$ cat src/rtl/trig_pkg.sv
// Shared types and constants for the trig job scheduler: FSM encodings,
// angle range/timeout defaults and the CORDIC angle scaling.
package trig_pkg;

  localparam int unsigned ANGLE_W       = 8;
  localparam int unsigned ANGLE_SHIFT   = 4;
  localparam int unsigned CORDIC_W      = ANGLE_W + ANGLE_SHIFT;
  localparam int unsigned BCD_BIN_W     = 10;
  localparam int unsigned BCD_W         = 12;
  localparam int unsigned MAX_ANGLE_DEF = 90;
  localparam int unsigned TIMEOUT_DEF   = 255;

  typedef enum logic [2:0] {
    IDLE,
    CORDIC,
    BCD_COS,
    BCD_SIN,
    RESP
  } state_t;

  // Sub-step inside a core-driving state: entry cycle (cordic_start or
  // bcd_rst), bcd_start cycle, then waiting for done.
  typedef enum logic [1:0] {
    PH_ENTRY,
    PH_START,
    PH_WAIT
  } phase_t;

  function automatic logic [CORDIC_W-1:0] scale_angle(input logic [ANGLE_W-1:0] a);
    return {a, {ANGLE_SHIFT{1'b0}}};
  endfunction

endpackage

$ cat src/rtl/rr_arb2.sv
// Two-requester round-robin arbiter: combinational grant, registered
// last-grant pointer (reset to 1 so requester 0 wins the first tie).
module rr_arb2 (
  input  logic       clk,
  input  logic       reset,
  input  logic [1:0] req,
  input  logic       advance,
  output logic [1:0] grant,
  output logic       grant_id
);

  logic last;

  always_comb begin
    grant_id = 1'b0;
    if (req == 2'b11) begin
      grant_id = ~last;
    end else begin
      grant_id = req[1];
    end
    grant = {grant_id, ~grant_id} & {2{|req}};
  end

  always_ff @(posedge clk) begin
    if (reset) begin
      last <= 1'b1;
    end else if (advance) begin
      last <= grant_id;
    end
  end

endmodule

$ cat src/rtl/trig_job_sched.sv
// Schedules one trig job at a time: arbitrates two requesters, runs the
// CORDIC core, converts cos/sin through the BCD converter and returns a response.
module trig_job_sched
  import trig_pkg::*;
#(
  parameter int unsigned MAX_ANGLE = MAX_ANGLE_DEF,
  parameter int unsigned TIMEOUT   = TIMEOUT_DEF
) (
  input  logic                 clk,
  input  logic                 reset,
  input  logic [1:0]           req_valid,
  input  logic [ANGLE_W-1:0]   req_angle0,
  input  logic [ANGLE_W-1:0]   req_angle1,
  output logic [1:0]           req_ready,
  output logic                 cordic_start,
  output logic [CORDIC_W-1:0]  cordic_angle,
  input  logic                 cordic_done,
  input  logic [CORDIC_W-1:0]  cordic_cos,
  input  logic [CORDIC_W-1:0]  cordic_sin,
  output logic                 bcd_rst,
  output logic                 bcd_start,
  output logic [BCD_BIN_W-1:0] bcd_bin,
  input  logic                 bcd_done,
  input  logic [BCD_W-1:0]     bcd_val,
  output logic                 rsp_valid,
  input  logic                 rsp_ready,
  output logic                 rsp_id,
  output logic [BCD_W-1:0]     rsp_cos,
  output logic [BCD_W-1:0]     rsp_sin,
  output logic                 rsp_err,
  output logic                 busy
);

  localparam int unsigned         CNT_W    = $clog2(TIMEOUT + 1);
  localparam logic [CNT_W-1:0]    TMO_LAST = CNT_W'(TIMEOUT - 1);
  localparam logic [ANGLE_W-1:0]  MAX_A    = ANGLE_W'(MAX_ANGLE);

  state_t state, state_nxt;
  phase_t phase, phase_nxt;
  logic [CNT_W-1:0] cnt, cnt_nxt;

  logic [ANGLE_W-1:0]   angle_r;
  logic                 id_r;
  logic [BCD_BIN_W-1:0] cos_r, sin_r;

  logic [1:0]         grant;
  logic               grant_id;
  logic               grant_take;
  logic               range_err;
  logic               cap_cordic;
  logic               cap_bcd;
  logic               abort;
  logic               done_sel;
  logic [ANGLE_W-1:0] sel_angle;
  logic               unused_msb;

  // Only the low 10 bits of each magnitude feed the BCD converter.
  assign unused_msb = ^{cordic_cos[CORDIC_W-1:BCD_BIN_W], cordic_sin[CORDIC_W-1:BCD_BIN_W]};

  rr_arb2 u_arb (
    .clk      (clk),
    .reset    (reset),
    .req      (req_valid),
    .advance  (grant_take),
    .grant    (grant),
    .grant_id (grant_id)
  );

  assign sel_angle = grant_id ? req_angle1 : req_angle0;
  assign done_sel  = (state == CORDIC) ? cordic_done : bcd_done;

  always_ff @(posedge clk) begin
    if (reset) begin
      state <= IDLE;
      phase <= PH_ENTRY;
      cnt   <= '0;
    end else begin
      state <= state_nxt;
      phase <= phase_nxt;
      cnt   <= cnt_nxt;
    end
  end

  always_comb begin
    state_nxt  = state;
    phase_nxt  = phase;
    cnt_nxt    = cnt;
    grant_take = 1'b0;
    range_err  = 1'b0;
    cap_cordic = 1'b0;
    cap_bcd    = 1'b0;
    abort      = 1'b0;
    case (state)
      IDLE: begin
        if (|req_valid) begin
          grant_take = 1'b1;
          phase_nxt  = PH_ENTRY;
          cnt_nxt    = '0;
          if (sel_angle > MAX_A) begin
            range_err = 1'b1;
            state_nxt = RESP;
          end else begin
            state_nxt = CORDIC;
          end
        end
      end
      CORDIC, BCD_COS, BCD_SIN: begin
        case (phase)
          PH_ENTRY: phase_nxt = (state == CORDIC) ? PH_WAIT : PH_START;
          PH_START: phase_nxt = PH_WAIT;
          default: begin
            // Done is only honoured in the wait phase, after the start pulse.
            if (done_sel) begin
              phase_nxt = PH_ENTRY;
              cnt_nxt   = '0;
              if (state == CORDIC) begin
                cap_cordic = 1'b1;
                state_nxt  = BCD_COS;
              end else begin
                cap_bcd   = 1'b1;
                state_nxt = (state == BCD_COS) ? BCD_SIN : RESP;
              end
            end else if (cnt == TMO_LAST) begin
              abort     = 1'b1;
              state_nxt = RESP;
            end else begin
              cnt_nxt = cnt + 1'b1;
            end
          end
        endcase
      end
      RESP: begin
        if (rsp_ready) begin
          state_nxt = IDLE;
        end
      end
      default: state_nxt = IDLE;
    endcase
  end

  always_ff @(posedge clk) begin
    if (reset) begin
      angle_r <= '0;
      id_r    <= 1'b0;
      cos_r   <= '0;
      sin_r   <= '0;
      rsp_cos <= '0;
      rsp_sin <= '0;
      rsp_err <= 1'b0;
    end else begin
      if (grant_take) begin
        angle_r <= sel_angle;
        id_r    <= grant_id;
        rsp_err <= range_err;
        rsp_cos <= '0;
        rsp_sin <= '0;
      end
      if (cap_cordic) begin
        cos_r <= cordic_cos[BCD_BIN_W-1:0];
        sin_r <= cordic_sin[BCD_BIN_W-1:0];
      end
      if (cap_bcd) begin
        if (state == BCD_COS) begin
          rsp_cos <= bcd_val;
        end else begin
          rsp_sin <= bcd_val;
        end
      end
      if (abort) begin
        rsp_err <= 1'b1;
        rsp_cos <= '0;
        rsp_sin <= '0;
      end
    end
  end

  always_comb begin
    req_ready    = (state == IDLE && !reset) ? grant : '0;
    cordic_start = (state == CORDIC) && (phase == PH_ENTRY);
    cordic_angle = scale_angle(angle_r);
    bcd_rst      = !(((state == BCD_COS) || (state == BCD_SIN)) && (phase != PH_ENTRY));
    bcd_start    = ((state == BCD_COS) || (state == BCD_SIN)) && (phase == PH_START);
    bcd_bin      = (state == BCD_SIN) ? sin_r : cos_r;
    rsp_valid    = (state == RESP);
    rsp_id       = id_r;
    busy         = (state != IDLE);
  end

endmodule

$ cat config.mk
export PLATFORM = sky130hd
export DESIGN_NAME = trig_job_sched
export DESIGN_NICKNAME = d
export VERILOG_FILES = /design/src/rtl/trig_pkg.sv /design/src/rtl/rr_arb2.sv /design/src/rtl/trig_job_sched.sv
export SDC_FILE = /design/constraint.sdc
export NUM_CORES = 1
export LEC_CHECK = 0
export ABC_CLOCK_PERIOD_IN_PS = 2100
export CORE_MARGIN = 2
export CORE_UTILIZATION = 45
export DETAILED_ROUTE_END_ITERATION = 8
export PLACE_DENSITY = 0.88
export SLEW_MARGIN = 20
export SYNTH_ARGS = -nofsm -noshare
export SYNTH_HDL_FRONTEND = slang
export SYNTH_SLANG_ARGS = --single-unit
$ cat constraint.sdc
create_clock -name clk -period 2.1 [get_ports clk]
set_input_delay 0.315 -clock clk [delete_from_list [all_inputs] [get_ports clk]]
set_output_delay 0.315 -clock clk [all_outputs]
set_load 0.03 [all_outputs]
==> results.ini, run 1 <==
[status]
outcome = complete, no violations

[setup_path]
startpoint = state[2]
crit_chain = nand3b_1 -> buf_12 -> mux2_2 -> buf_4
cpPeakStageDelay_ns = 0.44
crit_type = reg2out
crit_arrival_ns = 1.69
startpoint_type = register
cp.required_ns = 1.78
r2r_start = state[2]
slowest_stage = dfxtp_2
cp-end-kind = primary output
critical_path.max_fanout = 10

[logic_synthesis]
syn-mean-instance-area_um2 = 8.14
synth_cells = 388
syn-cell-area_um2 = 3160
ys.flop_type = dfxtp_1
ys_ff_latch = 68
netlist-cell-type-count = 52
synth-async-reset-ratio_pct = 0
yosysWarnings = 0
yosysSeqAreaShare_pct = 43.1
synth_edf_count = 0

[job]
maxCapViolCount = 0

[power_and_ir_drop]
powerDensity_nw_per_um2 = 703
p_total_uw = 3240
p_leak_uw = 0.00173
ir_drop_uv = 517

[timing]
finalMaxSlewViolations = 0
clock_skew_ns = 0.0104
slew-limit-headroom_pct = 43.9
tightest_slew_ns = 0.838
hold_viol = 0
rsz0062_at_grt = false
setup_viol = 0
fin_crit_ns = 2.01
max_freq_ghz = 0.498
hold_ws_ns = 0.455
post-route-period-util_pct = 95.7

[drt]
drt_wl_total_um = 8840
drc = 0
via_count = 3308
drt_iter0_drc = 138
antenna_left = 0
firstDrtPassIters = 4
avgRoutedWirePerCell_um = 14.7
via_per_inst = 5.49

[clocking]
ctsHoldBuffers = 0
root_buffer = clkbuf_8
insertion_delay_ns = 0.36
cts.clk_slew.worst_paths_ns = 0.07
cts_tree = done
numCtsBuffers = 9
h-tree-depth = 3
cts_sinks = 68
clk_path_buf_depth = 2

[floorplan]
start_util_pct = 46.5
ioPinCount = 114
die_w_um = 87.8
dieHeight_um = 87.8
die_area_um2 = 7710
num_rows = 30
core_um2 = 6790

[cells_and_area]
design_area_um2 = 4610
nNetsFinal = 563
area_growth_syn_to_layout_pct = 46.0
fin_cells = 603
layout-drive-gt1-share_pct = 15.4
fillers = 539
antenna_cells = 0

[global_route]
grt_max_degree = 25
antenna_found_initial = 0
first_global_vias = 3215
grtUsageTotal_pct = 23.5
grt_pass1_wl_um = 14200
overflow = 0

[worst_hold_path]
hp-class = reg2reg
min_from = cos_r[7]

[placement]
gp_congestion = 0.870
hpwl_um = 6420
dp_cells = 587
io_buffers = 105
placedInstanceArea_um2 = 4390

## critical path: cells and delay by family, from the launching register on
family	cells	cell delay, ns
buf+inv	2	0.34
flops	1	0.44
mux	1	0.34
simple gates	1	0.23
## registers in the layout (all words and copies together) (netlist names), 2 cells and up
register,flops
angle_r,8
state,3
rsp_sin,12
cnt,8
sin_r,10
cos_r,10
rsp_cos,12
phase,2
## final timing paths
kind | to | slack [ns] | depth (start not counted)
worst max-delay path | bcd_bin[5] | 0.09 | 4
worst min-delay path | cos_r[7] | 0.45 | 2
worst max register to register | cnt[3] | 0.21 | 6
worst min register to register | cos_r[7] | 0.45 | 2
## cells in the final DEF, fill, tap and decap left out, types with 3 or more instances in the layout
master	instances
nand2_1	76
clkdlybuf4s50_1	88
a21oi_1	49
a311oi_1	8
a221oi_1	3
inv_1	7
buf_4	36
o211ai_1	6
o21ai_0	7
nand3_1	19
or4b_1	4
nor2_1	26
dfxtp_2	3
conb_1	4
nor3_1	3
o31ai_1	3
dlygate4sd2_1	4
dfxtp_1	65
clkbuf_8	9
nor2b_1	4
and3_1	6
mux2_2	10
a22oi_1	14
## cells in the mapped netlist, types with 2 or more instances
library cell  number  area share (%)
a22oi_1           14             3.3
and2_1             2            0.40
nor3b_1            2            0.48
and4_1             2            0.55
and3_1             6             1.2
nor2b_1            4            0.79
o21ai_0            7             1.1
or4_1              2            0.48
or4b_1             4             1.3
o31ai_1            3            0.71
buf_2              7             1.1
inv_1              7            0.83
nand2b_1           2            0.40
a31oi_1            2            0.40
nand3_1           19             3.0
nand2_1           76             9.0
buf_4              4            0.95
o41ai_1            2            0.55
nor3_1             4            0.63
mux2_2            10             3.6
nor2_1            26             3.1
dfxtp_1           68              43
or2_2              2            0.40
o21bai_1           2            0.48
o211a_1            2            0.63
ha_1               2            0.79
clkbuf_1          19             2.3
a311oi_1           8             2.2
a21oi_1           49             7.8
a221oi_1           3            0.83
o211ai_1           6             1.4
nand4_1            2            0.40
## stage by stage
| step | TNS (ns) | worst slack (ns) | util [%] |
|---|---|---|---|
| after floorplan | 0 | 0.0745 | - |
| after global placement | -0.0106 | -0.0106 | 64.6 |
| after detailed placement | -0.0200 | -0.0118 | 64.6 |
| after CTS | 0 | 0.0502 | 67.9 |
| after global routing | 0 | 0.0187 | 67.9 |
| final | 0 | 0.0901 | 67.9 |
## what timing repair did
action | in CTS | in global routing
endpoints found under the setup margin | 15 | 1
cloned | 0 | 0
resized for setup | 7 | 1
pin swaps | 0 | 0
setup buffers | 0 | 0
## where the power goes
group	total, µW	switching (µW)	leakage, µW	internal [µW]
registers	1370	40.6	0.000552	1330
clock network	1200	527	0.000110	676
logic	665	365	0.00107	300
## layer usage
layer	vias to the layer above	global-route usage, %	wire length (µm)
met5	-	0	0
met4	0	8.67	207
met3	25	12.9	880
met2	120	39.0	4310
met1	1554	25.1	3440
li1	1609	-	-
## final cells by class
| cell class | count | area, µm² | share of cell area (%) |
|---|---|---|---|
| inverters | 7 | 26.3 | 0.570 |
| multi-input cells | 285 | 1640 | 35.6 |
| flip-flops and latches | 68 | 1370 | 29.6 |
| repair buffers | 131 | 1240 | 26.9 |
| clock buffers | 9 | 124 | 2.69 |
| well taps | 96 | 120 | 2.60 |
| clock inverters | 7 | 98.8 | 2.14 |
## cells by family (layout without fill, tap and decap cells)
kind of cell / after synthesis / after routing / synth area share, %
simple gates: 159 / 159 / 23.7
fa+ha+maj: 2 / 2 / 0.792
flops: 68 / 68 / 43.1
buf+inv: 38 / 154 / 5.51
other cells: 1 / 4 / 0.119
compound gates: 110 / 110 / 23.2
mux: 10 / 10 / 3.56
Note: power is estimated with default switching activity, not from simulation.
==> run 2, diff against run 1 <==
- GPL_ROUTABILITY_DRIVEN: unset -> 0
- SYNTH_HIERARCHICAL: unset -> 1
==> results.ini, run 2 <==
[status]
outcome = complete, no violations

[logic_synthesis]
netlist-cell-type-count = 58  ; +12%
synth_fa_ha_area_share_pct = 0.772  ; -0.020 points
synth-async-reset-ratio_pct = 0  ; unchanged
ys_ff_latch = 68  ; unchanged
yosysTopAreaCell = dfxtp_1
yosysMostFrequentCell = dfxtp_1
yosysSeqAreaShare_pct = 42.0  ; -1.1 points
syn-cell-area_um2 = 3240  ; +2.5%
yosysWarnings = 6  ; +6
synth.top_cells.by_area = dfxtp_1 (42%), a22oi_1 (6.0%), nand2_1 (5.8%)
synth-compound-area-share_pct = 23.0  ; -0.19 points
synth_edf_count = 0  ; unchanged
syn-mean-instance-area_um2 = 8.57  ; +5.2%
synthMuxAreaShare_pct = 6.60  ; +3.0 points
synth_top_area_share_pct = 42.0  ; -1.1 points
synth-simple-area-share_pct = 21.5  ; -2.2 points
synth_cells = 378  ; -2.6%
ys.flop_type = dfxtp_1
synth_xor_area_share_pct = 0  ; unchanged
synth_commonest_cells = dfxtp_1 (68), nand2_1 (50), nor2_1 (45), a21oi_1 (30), a22oi_1 (26)
synth_top_family_by_area = compound AO/OA/AOI/OAI gates

[clocking]
post_cts_buffers = 0  ; unchanged
clk_path_buf_depth = 2  ; unchanged
h-tree-depth = 3  ; unchanged
cts_sinks = 68  ; unchanged
root_buffer = clkbuf_8
insertion_delay_ns = 0.34  ; -0.02 ns
numCtsBuffers = 9  ; unchanged
cts.clk_slew.worst_paths_ns = 0.08  ; about the same
cts_tree = done

[global_route]
use_met1_pct = 26.7  ; +1.6 points
use_met2_pct = 38.5  ; -0.58 points
overflow = 0  ; unchanged
grt_max_degree = 49  ; +96%
grtUsageTotal_pct = 23.1  ; -0.38 points
grt_pass1_wl_um = 14200  ; +0.40%
antenna_found_initial = 0  ; unchanged
first_global_vias = 3111  ; -3.2%
use_met3_pct = 9.05  ; -3.9 points
top_usage_layer = met2

[cells_and_area]
top_regs = rsp_cos x12, rsp_sin x12
multiInputGateArea_um2 = 1700  ; +3.7%
layout_common_cells = clkdlybuf4s50_1 (88), dfxtp_1 (66), nand2_1 (50)
nNetsFinal = 549  ; -2.5%
area_growth_syn_to_layout_pct = 43.1
fillers = 530  ; -1.7%
layout-drive-gt1-share_pct = 16.2  ; +0.84 points
antenna_cells = 0  ; unchanged
final_common_cell = clkdlybuf4s50_1
seqCellArea_um2 = 1360  ; about the same
fin_cells = 589  ; -2.3%

[setup_path]
cpPeakStageDelay_ns = 0.39  ; -0.05 ns
startpoint_type = register
crit_chain = buf_12 -> nand3b_1 -> buf_12 -> mux2_2 -> buf_4
cp.required_ns = 1.78  ; about the same
cpMostUsedCell = buf_12
slowest_stage = dfxtp_2
crit_arrival_ns = 1.69  ; about the same
r2r_start = state[1]
path_delay_family = buffers and inverters
r2r_cells = 6  ; unchanged
reg2reg_setup_slack_ns = 0.16  ; -0.05 ns
cp_num_cells = 5  ; +1
cp-end-kind = primary output
critical_path.max_fanout = 15  ; +5
crit_type = reg2out
worstReg2RegEnd = rsp_sin[4]
path_buf_inv = 3  ; +1

[drt]
drt_iter0_drc = 169  ; +22%
antenna_left = 0  ; unchanged
avgRoutedWirePerCell_um = 15.4  ; +4.8%
via_count = 3209  ; -3.0%
via_per_inst = 5.45  ; -0.69%
drt_wl_total_um = 9050  ; +2.4%
drc = 0  ; unchanged
firstDrtPassIters = 5  ; +1

[floorplan]
core_um2 = 6870  ; +1.1%
die_area_um2 = 7890  ; +2.4%
dieHeight_um = 88.8  ; +1.2%
num_rows = 30  ; unchanged
ioPinCount = 114  ; unchanged
die_w_um = 88.8  ; +1.2%
start_util_pct = 47.2  ; +0.66 points

[placement]
io_buffers = 105  ; unchanged
hpwl_um = 6620  ; +3.1%
dp_cells = 573  ; -2.4%

[timing]
hold_ws_ns = 0.455  ; +0.000664 ns
clock_skew_ns = 0.0110  ; +0.000517 ns
finalMaxSlewViolations = 0  ; unchanged
slew-limit-headroom_pct = 44.2  ; +0.29 points
max_freq_ghz = 0.498  ; about the same
hold_viol = 0  ; unchanged
setup_viol = 0  ; unchanged
tightest_slew_ns = 0.834  ; -0.00438 ns
rsz0062_at_grt = false
fin_crit_ns = 2.01  ; -0.00104 ns
post-route-period-util_pct = 95.7  ; about the same

[power_and_ir_drop]
ir_drop_uv = 435  ; -16%
powerDensity_nw_per_um2 = 718  ; +2.1%
p_leak_uw = 0.00172  ; -0.58%

[worst_hold_path]
whs_endpoint = cos_r[8]
hp-class = reg2reg
min_from = cos_r[8]
hold-path-cell-count = 2  ; unchanged

[job]
maxCapViolCount = 0  ; unchanged

-- run 2: cell types whose count changed after synthesis, moves of 3 or more --
cell      change
a211oi_1      +8
a21boi_0      +5
a21oi_1      -19
a22oi_1      +12
a311oi_1      -8
mux2i_1       +9
nand2_1      -26
nand3_1      -13
nor2_1       +19
nor3_1        +3
o211ai_1      -5
o311ai_0      +4
or3_1         +3
or4b_1        -4
-- run 2: layout make-up --
type                            instances  area share (%)
Inverter                                9           0.729
Sequential cell                        68            29.4
Clock inverter                          7            1.11
Clock buffer                            9            2.67
Tap cell                               96            2.59
Multi-Input combinational cell        273            36.7
Timing Repair Buffer                  127            26.8
-- run 2: worst register-to-register path: stages (launching register included) --
cell and delay, ns:
dfxtp_2 0.42, buf_4 0.19, nand3b_1 0.13, buf_12 0.17, nor2_1 0.65, a22oi_1 0.20
nor2_1 0.13
-- run 2: kinds of logic (layout without fill, tap and decap cells) --
kind of cell,after synthesis,count (layout)
muxes,20,20
buffers and inverters,40,152
AOI/OAI and AO/OA,104,104
DFF,68,68
other,1,4
adders and majority gates,2,2
and+or+nand+nor,143,143
-- run 2: through the flow --
stage	util (%)	area (µm²)	TNS [ns]	power [µW]	setup WS, ns
finish	67.5	4640	0	3330	0.0911
global route	67.5	4640	0	3490	0.0270
CTS	67.5	4630	0	3350	0.00295
detailed placement	65.0	4460	-0.180	2410	-0.0777
global placement	65.0	4460	-0.00223	2380	-0.00223
floorplan	-	3250	0	2000	0.194
-- run 2: routing by layer --
metal	part of all wire (%)	up-vias	routed length, µm
met2	47	125	4280
li1	-	1571	-
met5	0	-	0
met4	1.3	0	118
met1	41	1502	3720
met3	10	11	940
-- run 2: worst max path at each step --
stage | startpoint | endpoint
6_report | state[2] | bcd_bin[9]
5_1_grt | state[2] | bcd_bin[2]
4_1_cts | state[2] | bcd_bin[9]
3_5_place_dp | req_valid[0] | cnt[4]
3_3_place_gp | req_valid[1] | state[2]
2_1_floorplan | state[2] | cordic_start
-- run 2: report_power, final --
| part | switching (µW) | total, µW | internal [µW] |
|---|---|---|---|
| sequential | 49.6 | 1400 | 1350 |
| clock | 519 | 951 | 431 |
| combinational | 549 | 972 | 423 |
-- run 2: timing repair --
item | CTS | global route
hold buffers | 0 | 0
gates resized for setup | 5 | 1
setup endpoints to repair | 10 | 10
